### src/rtl/pipe_ctrl_pkg.sv
// Shared encodings for the pipeline sequencing controller.
package pipe_ctrl_pkg;

  // Controller FSM states; the encoding is visible on the debug state port.
  typedef enum logic [1:0] {
    ST_RUN      = 2'd0,
    ST_ENTRY    = 2'd1,
    ST_RETURN   = 2'd2,
    ST_INT_WAIT = 2'd3
  } state_e;

  // Next-PC select codes.
  localparam logic [1:0] PC_SEQ     = 2'd0;
  localparam logic [1:0] PC_HANDLER = 2'd1;
  localparam logic [1:0] PC_EPC     = 2'd2;

  // Exception handler entry address selected by PC_HANDLER.
  localparam logic [31:0] HANDLER_VEC = 32'h0000_4180;

  // M-stage exception code meaning "no exception".
  localparam logic [4:0] EXC_NONE = 5'd0;

  // True when the M-stage exception code reports an exception.
  function automatic logic has_exc(input logic [4:0] exc_code);
    return exc_code != EXC_NONE;
  endfunction

endpackage

### src/rtl/pipe_ctrl_if.sv
// Pipeline-side bundle of hazard inputs and sequencing outputs.
interface pipe_ctrl_if;
  logic       hazard_stall;
  logic       mdu_start;
  logic       mdu_isDiv;
  logic       E_isMdu;
  logic [4:0] M_excCode;
  logic       M_isEret;
  logic       M_valid;
  logic       intPending;
  logic       F_en;
  logic       D_en;
  logic       E_flush;
  logic       flushAll;
  logic [1:0] pc_sel;
  logic       cp0_we_exc;
  logic       mdu_busy;
  logic [1:0] state;

  // Pipeline side: reports hazards and events, consumes enables.
  modport master (
    output hazard_stall, mdu_start, mdu_isDiv, E_isMdu,
           M_excCode, M_isEret, M_valid, intPending,
    input  F_en, D_en, E_flush, flushAll, pc_sel, cp0_we_exc, mdu_busy, state
  );

  // Controller side.
  modport slave (
    input  hazard_stall, mdu_start, mdu_isDiv, E_isMdu,
           M_excCode, M_isEret, M_valid, intPending,
    output F_en, D_en, E_flush, flushAll, pc_sel, cp0_we_exc, mdu_busy, state
  );
endinterface

### src/rtl/pipe_ctrl_mdu_busy_counter.sv
// Multiply/divide occupancy countdown; busy while the count is nonzero.
module mdu_busy_counter #(
  parameter int MULT_CYC = 5,
  parameter int DIV_CYC  = 10
) (
  input  logic clk,
  input  logic reset,
  input  logic start,
  input  logic isDiv,
  input  logic cancel,
  output logic busy
);

  localparam int CW = $clog2(DIV_CYC + 1);

  logic [CW-1:0] cnt_d;
  logic [CW-1:0] cnt_q;

  // Next count: a running operation always finishes (cancel only blocks a new
  // load), and a start while busy is dropped.
  always_comb begin
    cnt_d = cnt_q;
    if (cnt_q != {CW{1'b0}}) begin
      cnt_d = cnt_q - {{(CW-1){1'b0}}, 1'b1};
    end else if (start && !cancel) begin
      cnt_d = isDiv ? CW'(DIV_CYC) : CW'(MULT_CYC);
    end else begin
      cnt_d = {CW{1'b0}};
    end
  end

  // Count register, cleared asynchronously by reset.
  always_ff @(posedge clk or negedge reset) begin
    if (!reset) begin
      cnt_q <= {CW{1'b0}};
    end else begin
      cnt_q <= cnt_d;
    end
  end

  assign busy = (cnt_q != {CW{1'b0}});

endmodule

### src/rtl/pipe_ctrl.sv
// Pipeline sequencing controller: stage enables, bubbles, global flush,
// next-PC select and exception/interrupt/ERET sequencing.
module pipe_ctrl
  import pipe_ctrl_pkg::*;
#(
  parameter int MULT_CYC     = 5,
  parameter int DIV_CYC      = 10,
  parameter int INT_WAIT_MAX = 3
) (
  input  logic       clk,
  input  logic       reset,
  pipe_ctrl_if.slave bus
);

  localparam int WW = $clog2(INT_WAIT_MAX + 1);
  localparam logic [WW-1:0] WAIT_LAST = WW'(INT_WAIT_MAX - 1);

  state_e        state_d;
  state_e        state_q;
  logic [WW-1:0] wait_d;
  logic [WW-1:0] wait_q;
  logic          take_s;
  logic          eret_s;
  logic          exc_s;
  logic          stall_s;
  logic          flush_s;
  logic          busy_s;
  logic          f_en_s;
  logic          d_en_s;
  logic          e_flush_s;
  logic [1:0]    pc_sel_s;

  assign exc_s = has_exc(bus.M_excCode);

  // Next-state and wait-counter logic; exceptions win in every state, and
  // ENTRY/RETURN mask interrupts and ERET for one cycle.
  always_comb begin
    state_d = state_q;
    wait_d  = wait_q;
    take_s  = 1'b0;
    eret_s  = 1'b0;
    case (state_q)
      ST_RUN: begin
        if (exc_s || (bus.intPending && bus.M_valid)) begin
          take_s  = 1'b1;
          state_d = ST_ENTRY;
        end else if (bus.M_isEret) begin
          eret_s  = 1'b1;
          state_d = ST_RETURN;
        end else if (bus.intPending) begin
          state_d = ST_INT_WAIT;
          wait_d  = {WW{1'b0}};
        end else begin
          state_d = ST_RUN;
        end
      end
      ST_ENTRY, ST_RETURN: begin
        if (exc_s) begin
          take_s  = 1'b1;
          state_d = ST_ENTRY;
        end else begin
          state_d = ST_RUN;
        end
      end
      ST_INT_WAIT: begin
        if (exc_s) begin
          take_s  = 1'b1;
          state_d = ST_ENTRY;
        end else if (!bus.intPending) begin
          // Interrupt withdrawn: no entry, but an ERET that arrived in the
          // meantime must still be honoured rather than lost.
          if (bus.M_isEret) begin
            eret_s  = 1'b1;
            state_d = ST_RETURN;
          end else begin
            state_d = ST_RUN;
          end
        end else if (bus.M_valid || (wait_q == WAIT_LAST)) begin
          take_s  = 1'b1;
          state_d = ST_ENTRY;
        end else begin
          wait_d  = wait_q + {{(WW-1){1'b0}}, 1'b1};
          state_d = ST_INT_WAIT;
        end
      end
      default: begin
        state_d = ST_RUN;
        wait_d  = {WW{1'b0}};
      end
    endcase
  end

  // FSM state and interrupt wait counter registers.
  always_ff @(posedge clk or negedge reset) begin
    if (!reset) begin
      state_q <= ST_RUN;
      wait_q  <= {WW{1'b0}};
    end else begin
      state_q <= state_d;
      wait_q  <= wait_d;
    end
  end

  assign flush_s = take_s || eret_s;
  assign stall_s = bus.hazard_stall || (bus.E_isMdu && (busy_s || bus.mdu_start));

  // Stage enables and bubble: a global flush overrides any stall so the
  // redirected fetch is not held off.
  always_comb begin
    f_en_s    = 1'b1;
    d_en_s    = 1'b1;
    e_flush_s = 1'b0;
    if (flush_s) begin
      f_en_s    = 1'b1;
      d_en_s    = 1'b1;
      e_flush_s = 1'b0;
    end else if (stall_s) begin
      f_en_s    = 1'b0;
      d_en_s    = 1'b0;
      e_flush_s = 1'b1;
    end else begin
      f_en_s    = 1'b1;
      d_en_s    = 1'b1;
      e_flush_s = 1'b0;
    end
  end

  // Next-PC select: handler entry beats ERET return.
  always_comb begin
    pc_sel_s = PC_SEQ;
    if (take_s) begin
      pc_sel_s = PC_HANDLER;
    end else if (eret_s) begin
      pc_sel_s = PC_EPC;
    end else begin
      pc_sel_s = PC_SEQ;
    end
  end

  mdu_busy_counter #(
    .MULT_CYC (MULT_CYC),
    .DIV_CYC  (DIV_CYC)
  ) u_mdu_cnt (
    .clk    (clk),
    .reset  (reset),
    .start  (bus.mdu_start),
    .isDiv  (bus.mdu_isDiv),
    .cancel (flush_s),
    .busy   (busy_s)
  );

  assign bus.F_en       = f_en_s;
  assign bus.D_en       = d_en_s;
  assign bus.E_flush    = e_flush_s;
  assign bus.flushAll   = flush_s;
  assign bus.pc_sel     = pc_sel_s;
  assign bus.cp0_we_exc = take_s;
  assign bus.mdu_busy   = busy_s;
  assign bus.state      = state_q;

endmodule

### src/flat_wrapper.sv
// flat-port wrapper written by rule: the top's interface ports become plain ports
module pipe_ctrl_flat import pipe_ctrl_pkg::*;
#(
  parameter int MULT_CYC     = 5,
  parameter int DIV_CYC      = 10,
  parameter int INT_WAIT_MAX = 3
)
  (clk, reset, bus_hazard_stall, bus_mdu_start, bus_mdu_isDiv, bus_E_isMdu, bus_M_excCode, bus_M_isEret, bus_M_valid, bus_intPending, bus_F_en, bus_D_en, bus_E_flush, bus_flushAll, bus_pc_sel, bus_cp0_we_exc, bus_mdu_busy, bus_state);
  pipe_ctrl_if bus_i ();
  input  logic clk;
  input  logic reset;
  input wire logic [$bits(bus_i.hazard_stall)-1:0] bus_hazard_stall;
  input wire logic [$bits(bus_i.mdu_start)-1:0] bus_mdu_start;
  input wire logic [$bits(bus_i.mdu_isDiv)-1:0] bus_mdu_isDiv;
  input wire logic [$bits(bus_i.E_isMdu)-1:0] bus_E_isMdu;
  input wire logic [$bits(bus_i.M_excCode)-1:0] bus_M_excCode;
  input wire logic [$bits(bus_i.M_isEret)-1:0] bus_M_isEret;
  input wire logic [$bits(bus_i.M_valid)-1:0] bus_M_valid;
  input wire logic [$bits(bus_i.intPending)-1:0] bus_intPending;
  output wire logic [$bits(bus_i.F_en)-1:0] bus_F_en;
  output wire logic [$bits(bus_i.D_en)-1:0] bus_D_en;
  output wire logic [$bits(bus_i.E_flush)-1:0] bus_E_flush;
  output wire logic [$bits(bus_i.flushAll)-1:0] bus_flushAll;
  output wire logic [$bits(bus_i.pc_sel)-1:0] bus_pc_sel;
  output wire logic [$bits(bus_i.cp0_we_exc)-1:0] bus_cp0_we_exc;
  output wire logic [$bits(bus_i.mdu_busy)-1:0] bus_mdu_busy;
  output wire logic [$bits(bus_i.state)-1:0] bus_state;
  assign bus_i.hazard_stall = bus_hazard_stall;
  assign bus_i.mdu_start = bus_mdu_start;
  assign bus_i.mdu_isDiv = bus_mdu_isDiv;
  assign bus_i.E_isMdu = bus_E_isMdu;
  assign bus_i.M_excCode = bus_M_excCode;
  assign bus_i.M_isEret = bus_M_isEret;
  assign bus_i.M_valid = bus_M_valid;
  assign bus_i.intPending = bus_intPending;
  assign bus_F_en = bus_i.F_en;
  assign bus_D_en = bus_i.D_en;
  assign bus_E_flush = bus_i.E_flush;
  assign bus_flushAll = bus_i.flushAll;
  assign bus_pc_sel = bus_i.pc_sel;
  assign bus_cp0_we_exc = bus_i.cp0_we_exc;
  assign bus_mdu_busy = bus_i.mdu_busy;
  assign bus_state = bus_i.state;
  pipe_ctrl #(.MULT_CYC(MULT_CYC), .DIV_CYC(DIV_CYC), .INT_WAIT_MAX(INT_WAIT_MAX)) u_core (.clk(clk), .reset(reset), .bus(bus_i));
endmodule
### config.mk
export PLATFORM = sky130hd
export DESIGN_NAME = pipe_ctrl_flat
export DESIGN_NICKNAME = d
export VERILOG_FILES = /design/src/rtl/pipe_ctrl_pkg.sv /design/src/rtl/pipe_ctrl_if.sv /design/src/rtl/pipe_ctrl_mdu_busy_counter.sv /design/src/rtl/pipe_ctrl.sv /design/src/flat_wrapper.sv
export SDC_FILE = /design/constraint.sdc
export NUM_CORES = 1
export LEC_CHECK = 0
export ABC_AREA = 0
export CORE_MARGIN = 3
export CORE_UTILIZATION = 45
export DETAILED_ROUTE_END_ITERATION = 7
export PLACE_DENSITY_LB_ADDON = 0.12
export REMOVE_ABC_BUFFERS = 1
export SLEW_MARGIN = 20
export SYNTH_ARGS = -nofsm -noshare
export SYNTH_HDL_FRONTEND = slang
export SYNTH_SLANG_ARGS = --single-unit
### constraint.sdc
create_clock -name clk -period 7.75 [get_ports clk]
set_input_delay 2.325 -clock clk [delete_from_list [all_inputs] [get_ports clk]]
set_output_delay 2.325 -clock clk [all_outputs]
set_load 0.01 [all_outputs]
# Word level (Yosys, flattened, before mapping)
# Cells that the tools add are included.
word_totals:
  reg_bits: 8
  out_inout_bits: 10
op_classes:
  reduce_logical: 15
  addsub: 2
  eq_ne: 10
  mux: 36
op_table:
  columns: ["operator", "n"]
  rows:
  - ["2-bit two-way mux", 15]
  - ["1-bit two-way mux", 14]
  - ["4-bit two-way mux", 3]
  - ["2-bit inequality test, second input constant", 6]
  - ["7-bit AND reduction", 1]
  - ["2-bit equality test, second input constant", 3]
  - ["2-bit case mux with 3 select lines", 1]
  - ["1-bit logical OR", 5]
  - ["5-bit nonzero test", 1]
  - ["2-bit case mux with 2 select lines", 1]
  - ["4-bit nonzero test", 1]
  - ["4-bit by 1-bit subtractor with 4-bit output, second input constant", 1]
  - ["1-bit logical AND", 3]
  - ["1-bit case mux with 3 select lines", 1]
  - ["2-bit by 1-bit adder with 2-bit output, second input constant", 1]
  - ["2-bit by 1-bit equality test with 1-bit output, second input constant", 1]
  - ["2-bit zero test", 1]
  - ["1-bit case mux with 2 select lines", 1]
  - ["2-bit nonzero test", 1]
  - ["2-bit OR reduction", 1]
  - ["1-bit zero test", 1]

# Logic depth before layout (Yosys ltp)
# Gate-level depths: netlist (run 1).
depth:
  depth_word: 11
  depth_mapped: 8
  ltp_nobuf: 7

# Cells and area by module
# Synthesis (run 1) repeated with hierarchy kept, for this count alone.
unflattened:
  hier_cells: 77
  area_unflattened_um2: 656.9
modules_own_cells:
  columns: ["module", "area_per_inst_um2", "cells_each", "n_inst"]
  rows:
  - ["pipe_ctrl", 431.7, 54, 1]
  - ["mdu_busy_counter", 225.2, 23, 1]

# Least setup slack after synthesis (run 1)
# No wires, ideal clock.
synth_path:
  path_type: "input-to-output"
  startpoint: "in bus_M_excCode[1]"
  endpoint: "out bus_F_en"
  t_arrival_ns: 3.452
  slack_ns: 1.973
  path_stages: 5
  t_required_ns: 5.425
  path_cell_list: "nor3_1 and2_1 a21oi_2 or3_1 buf_4"
synth_via:
  elab_chain_len: 6
  elab_cells_between_ends: 11
  cone_classes: "mux: 8; reduce/logical: 3"
synth_lines:
  columns: ["element", "line_no", "rtl"]
  rows:
  - ["from (decl)", "flat_wrapper.sv:16", "input wire logic [$bits(bus_i.M_excCode)-1:0] bus_M_excCode;"]
  - ["5-bit nonzero test (*)", "pipe_ctrl_pkg.sv:25", "return exc_code != EXC_NONE;"]
  - ["1-bit logical OR", "pipe_ctrl.sv:44", "if (exc_s || (bus.intPending && bus.M_valid)) begin"]
  - ["1-bit two-way mux", "pipe_ctrl.sv:44", null]
  - ["1-bit case mux with 3 select lines (*)", "pipe_ctrl.sv:42", "case (state_q)"]
  - ["net bus_cp0_we_exc", "flat_wrapper.sv:25", "output wire logic [$bits(bus_i.cp0_we_exc)-1:0] bus_cp0_we_exc;"]
  - ["1-bit logical OR (*)", "pipe_ctrl.sv:104", "assign flush_s = take_s || eret_s;"]
  - ["1-bit two-way mux (*)", null, null]
  - ["to (decl)", "flat_wrapper.sv:20", "output wire logic [$bits(bus_i.F_en)-1:0] bus_F_en;"]
# Mark *: on every way through the listed nets, which the timed path passes. The rest lies on a longest branch.

# Final worst setup path (run 1)
layout_path:
  startpoint: "in bus_M_excCode[1]"
  endpoint: "out bus_pc_sel[1]"
layout_via:
  elab_chain_len: 6
  elab_cells_between_ends: 11
  cone_classes: "mux: 9; reduce/logical: 2"
layout_lines:
  columns: ["element", "line_no", "rtl"]
  rows:
  - ["5-bit nonzero test (*)", "pipe_ctrl_pkg.sv:25", null]
  - ["1-bit logical OR", "pipe_ctrl.sv:44", null]
  - ["1-bit two-way mux", "pipe_ctrl.sv:44", null]
  - ["1-bit case mux with 2 select lines", "pipe_ctrl.sv:42", null]
  - ["2-bit two-way mux", "pipe_ctrl.sv:133", "end else if (eret_s) begin"]
  - ["2-bit two-way mux (*)", "pipe_ctrl.sv:131", "if (take_s) begin"]
  - ["to (decl)", "flat_wrapper.sv:24", "output wire logic [$bits(bus_i.pc_sel)-1:0] bus_pc_sel;"]
# Every way passes the cells marked *; elsewhere a longest branch is shown, timed or not.

==> results of run 1 <==
==> cells in the mapped netlist <==
cell type / n
ha_1: 5
o211a_1: 1
buf_4: 2
nor3_1: 4
mux2i_1: 1
a21oi_2: 1
o21a_2: 1
nand3_1: 1
clkinv_1: 1
o21ai_1: 3
nor3b_2: 1
and2_1: 1
or3_1: 3
inv_2: 1
a22o_1: 1
nor3_2: 2
o22ai_1: 1
nor2b_2: 1
a21oi_1: 2
nand2_1: 6
o31ai_1: 3
or2_1: 1
nor2b_1: 5
nor2_1: 3
xor2_1: 1
dfrtp_1: 8
o21a_1: 1
o311ai_0: 1
mux2_1: 1
inv_1: 5
o32ai_1: 1
==> worst max-delay path, delay by kind of cell <==
kind                   cells  cell delay [ns]
buffers and inverters      2             0.96
and+or+nand+nor            4             0.95
==> final cells by class <==
cell class / instances / area [µm²]
clock buffer: 3 / 22.5
multi-input combinational: 52 / 370
tap: 14 / 17.5
sequential: 8 / 200
fill: 91 / 319
inverter: 7 / 26.3
timing repair buffer: 23 / 230
==> state kept, by name (all words and copies together), names as in the netlist <==
signal                  flops
u_core.u_mdu_cnt.cnt_q      4
u_core.bus.state            2
u_core.wait_q               2
==> routing by layer <==
| metal | track usage (%) | share of wire [%] | vias up |
|---|---|---|---|
| li1 | - | - | 294 |
| met1 | 17.2 | 42 | 273 |
| met2 | 28.1 | 48 | 30 |
| met3 | 3.39 | 6.3 | 5 |
| met4 | 13.0 | 3.6 | 0 |
| met5 | 0 | 0 | - |
==> power groups by stage <==
stage | registers (W) | clock network [W] | logic (W)
floorplan | 0.0000664 | 0 | 0.0000801
global placement | 0.0000667 | 0 | 0.000135
detailed placement | 0.0000670 | 0 | 0.000141
CTS | 0.0000663 | 0.0000324 | 0.000142
global route | 0.0000677 | 0.0000352 | 0.000156
finish | 0.0000662 | 0.0000319 | 0.000141
==> through the flow <==
stage / utilization, % / area, µm²
2_1_floorplan: - / 597
3_3_place_gp: 71.2 / 845
3_5_place_dp: 71.2 / 845
4_1_cts: 73.1 / 867
5_1_grt: 73.1 / 867
6_report: 73.1 / 867
==> path summary, 6_finish.rpt <==
kind / start / slack [ns] / endpoint
min in group asynchronous: reset / 2.34 / u_core.wait_q[0]
max in group asynchronous: reset / 5.15 / u_core.u_mdu_cnt.cnt_q[1]
max reg2reg: u_core.bus.state[0] / 5.85 / u_core.wait_q[1]
min: u_core.wait_q[1] / 0.49 / u_core.wait_q[1]
max: bus_M_excCode[1] / 1.19 / bus_pc_sel[1]
min reg2reg: u_core.wait_q[1] / 0.49 / u_core.wait_q[1]
==> cell families after synthesis <==
family | after synthesis | share of synthesized area, %
compound gates | 16 | 18.8
xor+xnor | 1 | 1.43
buf+inv | 9 | 6.75
fa+ha+maj | 5 | 10.2
simple gates | 28 | 26.6
flops | 8 | 32.7
mux | 2 | 3.48
==> layout by cell type (no fill, tap or decap) <==
cell type	count
clkbuf_4	3
a21oi_1	2
o31ai_1	3
inv_2	1
o21a_1	1
mux2i_1	1
nor3b_2	1
dfrtp_1	8
nor2b_2	1
a21oi_2	1
inv_1	5
o21ai_1	3
ha_1	5
nor3_1	4
or3_1	3
a22o_1	1
nand2_1	6
o32ai_1	1
mux2_1	1
o21a_2	1
or2_1	1
clkinv_1	1
o22ai_1	1
o211a_1	1
nor2b_1	5
o311ai_0	1
xor2_1	1
and2_1	1
nand3_1	1
nor2_1	3
nor3_2	2
clkdlybuf4s50_1	23
==> impl_metrics.sql, run 1 <==
INSERT INTO impl_metrics (metric_group, metric, value, unit) VALUES
('global_route', 'global_route_wire_length_before_repair', '2190', 'µm'),
('route', 'detail_route.iter0.violations', '6', ''),
('route', 'ant_nets', '0', ''),
('layout', 'final-instance-count-excl-fill', '107', ''),
('route', 'dr.pass1.iters', '4', ''),
('sta', 'timing.final.crit_period', '6.56', 'ns'),
('route', 'wl_per_cell', '12.7', 'µm'),
('clock_network', 'clock_tree_from_tritoncts', 'done', ''),
('clock_network', 'cts_max_level', '1', ''),
('synthesis', 'syn_avg_cell_area', '8.87', 'µm²'),
('clock_network', 'numCtsBuffers', '3', ''),
('power_and_ir_drop', 'power.share.combinational', '59.0', '%'),
('placed_design', 'gp_congestion', '0.841', ''),
('synthesis', 'synth.lib_cells_used.distinct', '31', ''),
('synthesis', 'syn_area', '612', 'µm²'),
('layout', 'layout.nets', '114', ''),
('sta', 'postLayoutSetupSlackWorst', '1.19', 'ns'),
('placed_design', 'place.port_buffers', '23', ''),
('layout', 'ratio_of_cells_with_drive_above_1_in_the_final_layout', '10.8', '%'),
('synthesis', 'post-synth-top-area-cell', 'dfrtp_1', ''),
('global_route', 'initial_antenna_violation_count', '0', ''),
('route', 'viasPerCell', '5.63', ''),
('clock_network', 'clkSinkCount', '8', ''),
('route', 'drc_errors', '0', ''),
('placed_design', 'numPlacedInstances', '104', ''),
('power_and_ir_drop', 'swShare', '39.2', '%'),
('synthesis', 'synth_largest_type_area_fraction', '32.7', '%'),
('placed_design', 'dp_hpwl', '1110', 'µm'),
('placed_design', 'post-place-ws', '1.20', 'ns'),
('critical_path', 'cp.required', '5.43', 'ns'),
('power_and_ir_drop', 'cellPowerDensity', '276', 'nW/µm²'),
('worst_hold_path', 'holdPathStages', '1', ''),
('critical_path', 'critical-path-slowest-cell', 'clkdlybuf4s50_1', ''),
('clock_network', 'cts_hold_bufs', '0', ''),
('clock_network', 'post_cts.resized_instances', '0', ''),
('layout', 'area_growth_syn_to_layout', '41.7', '%'),
('critical_path', 'critPathCaptureType', 'primary output', ''),
('critical_path', 'setup.worst_path.start_class', 'input pin', ''),
('critical_path', 'timing.critical_path.mode_cell', 'clkdlybuf4s50_1', ''),
('sta', 'layout_worst_path_cycle_share', '84.7', '%'),
('sta', 'final.hold.worst_slack', '0.494', 'ns'),
('power_and_ir_drop', 'power.switching', '0.0000939', 'W'),
('synthesis', 'synthesis.instances', '69', ''),
('die', 'pin_count', '24', ''),
('synthesis', 'yosysSeqAreaShare', '32.7', '%'),
('critical_path', 'critPathArrivalTime', '4.24', 'ns'),
('clock_network', 'bufs_on_longest_clock_path', '2', ''),
('global_route', 'grt_start_max_net_pins', '11', ''),
('die', 'die_height', '42.9', 'µm'),
('synthesis', 'synth_warnings', '0', ''),
('synthesis', 'yosys_register_bits', '8', ''),
('sta', 'timing.slew.headroom', '72.6', '%'),
('global_route', 'grt-ovfl-total', '0', ''),
('power_and_ir_drop', 'internal_power', '0.000146', 'W'),
('clock_network', 'cts.repair_timing.setup_buffer_count', '0', ''),
('clock_network', 'path_clk_slew', '0.05', 'ns'),
('power_and_ir_drop', 'power.share.clock', '13.3', '%'),
('clock_network', 'clk-insertion-delay-late', '0.26', 'ns'),
('global_route', 'gr-usage-all-layers', '16.5', '%'),
('die', 'initial_core_util', '51.6', '%'),
('power_and_ir_drop', 'share_seq_of_total_power', '27.6', '%'),
('layout', 'num_antenna_cells', '0', ''),
('critical_path', 'cp_slowest_stage_delay', '0.55', 'ns'),
('global_route', 'first_global_vias', '552', ''),
('power_and_ir_drop', 'design_power_total', '0.000239', 'W'),
('clock_network', 'clk_root_buffer_cell', 'clkbuf_4', ''),
('critical_path', 'critPathMaxFanout', '7', ''),
('power_and_ir_drop', 'ir_drop', '0.191', 'mV'),
('sta', 'maxClockFrequency', '152', 'MHz'),
('outcome', 'result_of_the_run', 'finished, final reports clean', ''),
('worst_hold_path', 'hold_class', 'register to register', '');
Note: power is estimated with default switching activity, not from simulation.
==> inputs of run 2 (changes only) <==
CORE_UTILIZATION = 37   (was 45)
clock period = 5.3 ns   (was 7.75 ns; I/O delays follow)
==> run 2 against run 1 <==
  * Clock power is 41% higher
  * Setup slack worse by 0.95 ns
  * Sequential power is 47% higher
  * First-iteration DRC count is 17% higher
  * Total power is 45% higher
  * Critical path type unchanged
  * Sequential cell count stayed put
  * Worst hold slack better by 0.0092 ns
  * Non-clock buffer count is 1 higher
  * Core utilization is 16 points lower
  * Wire length is 2.9% lower
  * Critical endpoint unchanged
==> impl_metrics.sql, run 2 (synthesis gave the netlist of run 1 again) <==
INSERT INTO impl_metrics (metric_group, metric, value, unit) VALUES
('power_and_ir_drop', 'power.switching', '0.000132', 'W'),
('critical_path', 'critPathArrivalTime', '3.48', 'ns'),
('die', 'die_area', '2180', 'µm²'),
('layout', 'final-instance-count-excl-fill', '110', ''),
('power_and_ir_drop', 'internal_power', '0.000216', 'W'),
('layout', 'area_occupied_by_registers', '200', 'µm²'),
('power_and_ir_drop', 'cellPowerDensity', '397', 'nW/µm²'),
('clock_network', 'clk_root_buffer_cell', 'clkbuf_4', ''),
('clock_network', 'clock_tree_from_tritoncts', 'done', ''),
('route', 'vias', '593', ''),
('job', 'maxCapViolations', '0', ''),
('critical_path', 'kind_of_critical_path', 'input pin to primary output', ''),
('critical_path', 'cp_slowest_stage_delay', '0.55', 'ns'),
('global_route', 'global_route_wire_length_before_repair', '1980', 'µm'),
('sta', 'timing.slew.headroom', '73.2', '%'),
('global_route', 'first_global_vias', '525', ''),
('placed_design', 'post-place-ws', '0.204', 'ns'),
('layout', 'layout.cells.most_common', 'clkdlybuf4s50_1', ''),
('layout', 'largest_reg_flops', '4', ''),
('die', 'core_area', '1520', 'µm²'),
('clock_network', 'bufs_on_longest_clock_path', '2', ''),
('power_and_ir_drop', 'ir_drop', '0.192', 'mV'),
('global_route', 'initial_antenna_violation_count', '0', ''),
('sta', 'timing_hold_violations_final', '0', ''),
('placed_design', 'numPlacedInstances', '107', ''),
('global_route', 'grt_start_max_net_pins', '9', ''),
('sta', 'postLayoutSetupSlackWorst', '0.232', 'ns'),
('critical_path', 'critical-path-slowest-cell', 'clkdlybuf4s50_1', ''),
('power_and_ir_drop', 'power.share.combinational', '59.1', '%'),
('sta', 'maxClockFrequency', '197', 'MHz'),
('die', 'die_height', '46.7', 'µm'),
('route', 'dr.pass1.iters', '4', ''),
('layout', 'ratio_of_cells_with_drive_above_1_in_the_final_layout', '11.7', '%'),
('power_and_ir_drop', 'swShare', '37.9', '%'),
('route', 'wl_per_cell', '12.0', 'µm'),
('sta', 'timing.final.crit_period', '5.07', 'ns'),
('route', 'ant_nets', '0', ''),
('route', 'detail_route.iter0.violations', '7', ''),
('route', 'viasPerCell', '5.39', ''),
('critical_path', 'cp.required', '3.71', 'ns'),
('layout', 'area_growth_syn_to_layout', '43.4', '%'),
('layout', 'area_of_combinational_cells_with_multiple_inputs', '370', 'µm²'),
('die', 'die_w', '46.7', 'µm'),
('layout', 'num_antenna_cells', '0', ''),
('power_and_ir_drop', 'power.share.clock', '12.9', '%'),
('placed_design', 'dp_hpwl', '1130', 'µm'),
('die', 'pin_count', '24', ''),
('placed_design', 'place.port_buffers', '23', ''),
('clock_network', 'path_clk_slew', '0.05', 'ns'),
('die', 'rows', '14', ''),
('clock_network', 'numCtsBuffers', '3', ''),
('layout', 'most-common-layout-cells', 'clkdlybuf4s50_1 (23), dfrtp_1 (8), nand2_1 (6)', ''),
('critical_path', 'setup.worst_path.start_class', 'input pin', ''),
('global_route', 'gr-usage-all-layers', '13.5', '%'),
('clock_network', 'post_cts.resized_instances', '0', ''),
('critical_path', 'critPathCaptureType', 'primary output', ''),
('outcome', 'result_of_the_run', 'finished, final reports clean', ''),
('sta', 'finalSetupViolations', '0', ''),
('clock_network', 'clk-insertion-delay-late', '0.25', 'ns'),
('route', 'route.final.wire_length', '1320', 'µm'),
('layout', 'registers.top_by_ff_count', 'u_core.u_mdu_cnt.cnt_q', ''),
('clock_network', 'cts_hold_bufs', '0', ''),
('clock_network', 'cts_max_level', '1', ''),
('critical_path', 'critPathMaxFanout', '7', ''),
('layout', 'layout.nets', '115', ''),
('clock_network', 'cts.repair_timing.setup_buffer_count', '0', ''),
('power_and_ir_drop', 'p_leak', '0.372', 'nW'),
('global_route', 'grt-ovfl-total', '0', ''),
('power_and_ir_drop', 'share_seq_of_total_power', '28.0', '%'),
('clock_network', 'clkSinkCount', '8', ''),
('sta', 'report.final.slew_viol_count', '0', ''),
('route', 'drc_errors', '0', ''),
('die', 'initial_core_util', '40.1', '%'),
('sta', 'finClkSkew', '0.000383', 'ns'),
('sta', 'tightest_slew', '0.400', 'ns'),
('sta', 'layout_worst_path_cycle_share', '95.6', '%'),
('sta', 'setup-tns-final', '0', 'ns'),
('critical_path', 'worstPathCellList', 'clkdlybuf4s50_1 -> nor3_1 -> nand2_1 -> nor3_2 -> nor2b_1 -> clkdlybuf4s50_1', ''),
('critical_path', 'ff2ff_setup_slack', '3.37', 'ns'),
('power_and_ir_drop', 'design_power_total', '0.000348', 'W'),
('sta', 'grt_setup_unrepaired', 'false', ''),
('placed_design', 'gp_congestion', '0.797', ''),
('critical_path', 'timing.critical_path.mode_cell', 'clkdlybuf4s50_1', ''),
('worst_hold_path', 'hold_class', 'register to register', ''),
('layout', 'nFillCells', '143', '');
run 2: changes by cell type in the layout (fill, tap and decap cells not counted), sizes merged:
cell,delta
buf,+1
run 2: path summary, 6_finish.rpt:
kind	cells after the start	start	to
min in group asynchronous	1	reset	u_core.wait_q[0]
worst min-delay path	1	u_core.wait_q[1]	u_core.wait_q[1]
worst min register to register	1	u_core.wait_q[1]	u_core.wait_q[1]
max in group asynchronous	1	reset	u_core.u_mdu_cnt.cnt_q[2]
worst max register to register	5	u_core.bus.state[0]	u_core.wait_q[1]
worst max-delay path	6	bus_M_excCode[1]	bus_pc_sel[1]
run 2: critical path: cells and delay by family:
| family | cells | cell delay, ns |
|---|---|---|
| simple gates | 4 | 0.94 |
| buf+inv | 2 | 0.95 |
run 2: stage by stage:
step	hold WS, ns	util, %	cell area, µm²
after floorplan	0.462	-	597
after global placement	0.482	56.1	855
after detailed placement	0.496	56.1	855
after CTS	0.508	57.6	877
after global routing	0.517	57.6	877
final	0.503	57.6	877
run 2: power groups by stage:
stage	logic, W	clock network, W	registers [W]
after floorplan	0.000117	0	0.0000970
after global routing	0.000226	0.0000507	0.000100
final	0.000206	0.0000450	0.0000974
after detailed placement	0.000207	0	0.0000989
after global placement	0.000206	0	0.0000974
after CTS	0.000208	0.0000475	0.0000980
run 2: metal layers:
| metal | share of wire, % | vias to the layer above | track usage [%] |
|---|---|---|---|
| li1 | - | 293 | - |
| met1 | 43 | 273 | 15.5 |
| met2 | 49 | 23 | 21.4 |
| met3 | 5.9 | 4 | 1.95 |
| met4 | 2.6 | 0 | 11.6 |
| met5 | 0 | - | 0 |
run 2: area by class of cell:
class | instances | share of cell area (%)
well taps | 16 | 2.28
flip-flops and latches | 8 | 22.8
repair buffers | 24 | 27.1
multi-input cells | 52 | 42.2
inverters | 7 | 3.00
clock buffers | 3 | 2.57
==> inputs of run 3 (changes only) <==
ABC_CLOCK_PERIOD_IN_PS = 5300   (was unset)
SETUP_SLACK_MARGIN = 0.5   (was unset)
==> run 3 against run 2 <==
  * Worst hold slack is essentially flat
  * First-iteration DRC count grew 100%
  * Fmax grew 7.3%
  * Combinational power is essentially flat
  * Critical path depth is the same
  * Total power shrank 0.51%
  * Core utilization grew 2.1 points
  * Sequential share of layout area shrank 0.82 points
  * Sequential power is essentially flat
  * Cell area grew 3.7%
  * Register-to-register slack is essentially flat
==> impl_metrics.sql, run 3 (synthesis gave the netlist of run 1 again) <==
INSERT INTO impl_metrics (metric_group, metric, value, unit) VALUES
('critical_path', 'kind_of_critical_path', 'input pin to primary output', ''),
('sta', 'grt_setup_unrepaired', 'false', ''),
('layout', 'layout.nets', '117', ''),
('layout', 'finalCoreUtilization', '59.7', '%'),
('die', 'pin_count', '24', ''),
('route', 'drc_errors', '0', ''),
('die', 'die_w', '46.7', 'µm'),
('critical_path', 'setup.worst_path.start_class', 'input pin', ''),
('clock_network', 'path_clk_slew', '0.05', 'ns'),
('layout', 'largest_reg_flops', '4', ''),
('placed_design', 'gp_congestion', '0.797', ''),
('outcome', 'result_of_the_run', 'finished, final reports clean', ''),
('die', 'core_area', '1520', 'µm²'),
('global_route', 'grt_start_max_net_pins', '9', ''),
('sta', 'timing.final.crit_period', '4.72', 'ns'),
('worst_hold_path', 'hold_class', 'register to register', ''),
('critical_path', 'cp.required', '3.71', 'ns'),
('global_route', 'gr-usage-all-layers', '13.7', '%'),
('sta', 'finClkSkew', '0.000276', 'ns'),
('sta', 'maxClockFrequency', '212', 'MHz'),
('global_route', 'grt-ovfl-total', '0', ''),
('power_and_ir_drop', 'p_leak', '0.413', 'nW'),
('layout', 'most-common-layout-cells', 'clkdlybuf4s50_1 (15), dfrtp_1 (8), nand2_1 (6), dlygate4sd2_1 (6)', ''),
('clock_network', 'clkSinkCount', '8', ''),
('route', 'detail_route.iter0.violations', '14', ''),
('sta', 'finalSetupViolations', '0', ''),
('route', 'dr.pass1.iters', '4', ''),
('die', 'die_area', '2180', 'µm²'),
('clock_network', 'clk-insertion-delay-late', '0.25', 'ns'),
('critical_path', 'worstPathCellList', 'clkdlybuf4s50_1 -> nor3_2 -> and2_4 -> a21oi_2 -> or3_1 -> dlygate4sd2_1', ''),
('die', 'rows', '14', ''),
('job', 'maxCapViolations', '0', ''),
('sta', 'timing_hold_violations_final', '0', ''),
('layout', 'ratio_of_cells_with_drive_above_1_in_the_final_layout', '18.8', '%'),
('die', 'die_height', '46.7', 'µm'),
('sta', 'setup-tns-final', '0', 'ns'),
('clock_network', 'clk_root_buffer_cell', 'clkbuf_4', ''),
('critical_path', 'critPathCaptureType', 'primary output', ''),
('global_route', 'first_global_vias', '544', ''),
('route', 'wl_per_cell', '12.0', 'µm'),
('clock_network', 'cts_max_level', '1', ''),
('die', 'initial_core_util', '40.1', '%'),
('global_route', 'initial_antenna_violation_count', '0', ''),
('route', 'ant_nets', '0', ''),
('sta', 'tightest_slew', '0.360', 'ns'),
('sta', 'timing.slew.headroom', '75.9', '%'),
('worst_hold_path', 'worst_hold_startpoint', 'u_core.wait_q[1]', ''),
('placed_design', 'place.port_buffers', '23', ''),
('power_and_ir_drop', 'design_power_total', '0.000346', 'W'),
('placed_design', 'dp_hpwl', '1130', 'µm'),
('power_and_ir_drop', 'ir_drop', '0.181', 'mV'),
('layout', 'registers.top_by_ff_count', 'u_core.u_mdu_cnt.cnt_q', ''),
('layout', 'num_antenna_cells', '0', ''),
('critical_path', 'timing.critical_path.from', 'bus_M_excCode[1]', ''),
('clock_network', 'numCtsBuffers', '3', ''),
('layout', 'area_growth_syn_to_layout', '48.7', '%'),
('critical_path', 'worst_r2r_startpoint', 'u_core.bus.state[0]', ''),
('sta', 'layout_worst_path_cycle_share', '89.1', '%'),
('clock_network', 'bufs_on_longest_clock_path', '2', ''),
('sta', 'report.final.slew_viol_count', '0', ''),
('route', 'vias', '590', ''),
('global_route', 'global_route_wire_length_before_repair', '2050', 'µm'),
('layout', 'nFillCells', '137', ''),
('layout', 'final-instance-count-excl-fill', '112', ''),
('clock_network', 'cts_hold_bufs', '0', ''),
('clock_network', 'clock_tree_from_tritoncts', 'done', ''),
('critical_path', 'critical-path-slowest-cell', 'clkdlybuf4s50_1', ''),
('layout', 'layout.cells.most_common', 'clkdlybuf4s50_1', ''),
('route', 'route.final.wire_length', '1340', 'µm'),
('critical_path', 'critPathMaxFanout', '4', ''),
('route', 'viasPerCell', '5.27', ''),
('critical_path', 'critPathArrivalTime', '3.13', 'ns'),
('placed_design', 'numPlacedInstances', '107', ''),
('power_and_ir_drop', 'cellPowerDensity', '381', 'nW/µm²'),
('critical_path', 'cp_slowest_stage_delay', '0.41', 'ns');
==> run 3: through the flow <==
step	worst slack (ns)	instance area, µm²	hold slack, ns
after floorplan	1.10	597	0.462
after global placement	0.272	855	0.482
after detailed placement	0.204	855	0.496
after CTS	0.512	897	0.508
after global routing	0.522	910	0.517
final	0.578	910	0.503
==> run 3: where the power goes <==
group	switching (W)	internal [W]	total, W
Clock	0.0000189	0.0000258	0.0000447
Combinational	0.000102	0.000102	0.000204
Sequential	0.0000149	0.0000825	0.0000974
Total	0.000135	0.000211	0.000346
==> run 3: what timing repair did <==
| action | CTS | global route |
|---|---|---|
| gates resized for setup | 11 | 3 |
| buffers inserted | 1 | 1 |
| pin swaps | 3 | 2 |
| endpoints found under the setup margin | 6 | 4 |
==> run 3: final cells by class <==
cell class	instances	area (µm²)	area share (%)
clock buffers	3	22.5	2.48
inverters	7	26.3	2.89
multi-input cells	52	390	42.9
flip-flops and latches	8	200	22.0
repair buffers	26	250	27.5
well taps	16	20.0	2.20
==> run 3: worst paths after layout <==
kind | end | slack [ns] | cells after the start
worst max register to register | u_core.wait_q[1] | 3.36 | 5
min in group asynchronous | u_core.wait_q[0] | 1.62 | 1
worst min-delay path | u_core.wait_q[1] | 0.50 | 1
max in group asynchronous | u_core.u_mdu_cnt.cnt_q[2] | 3.42 | 1
worst min register to register | u_core.wait_q[1] | 0.50 | 1
worst max-delay path | bus_F_en | 0.58 | 6
==> run 3: worst max-delay path, delay by kind of cell <==
kind / cells / cell delay [ns]
AOI/OAI and AO/OA: 1 / 0.07
buffers and inverters: 2 / 0.70
and+or+nand+nor: 3 / 0.77
==> run 3: layer usage <==
layer  vias to the layer above  global-route usage, %  routed length (µm)
li1                        298                      -                   -
met1                       277                   16.0                 603
met2                        13                   22.3                 672
met3                         2                   1.17                  43
met4                         0                   11.6                  19
met5                         -                      0                   0
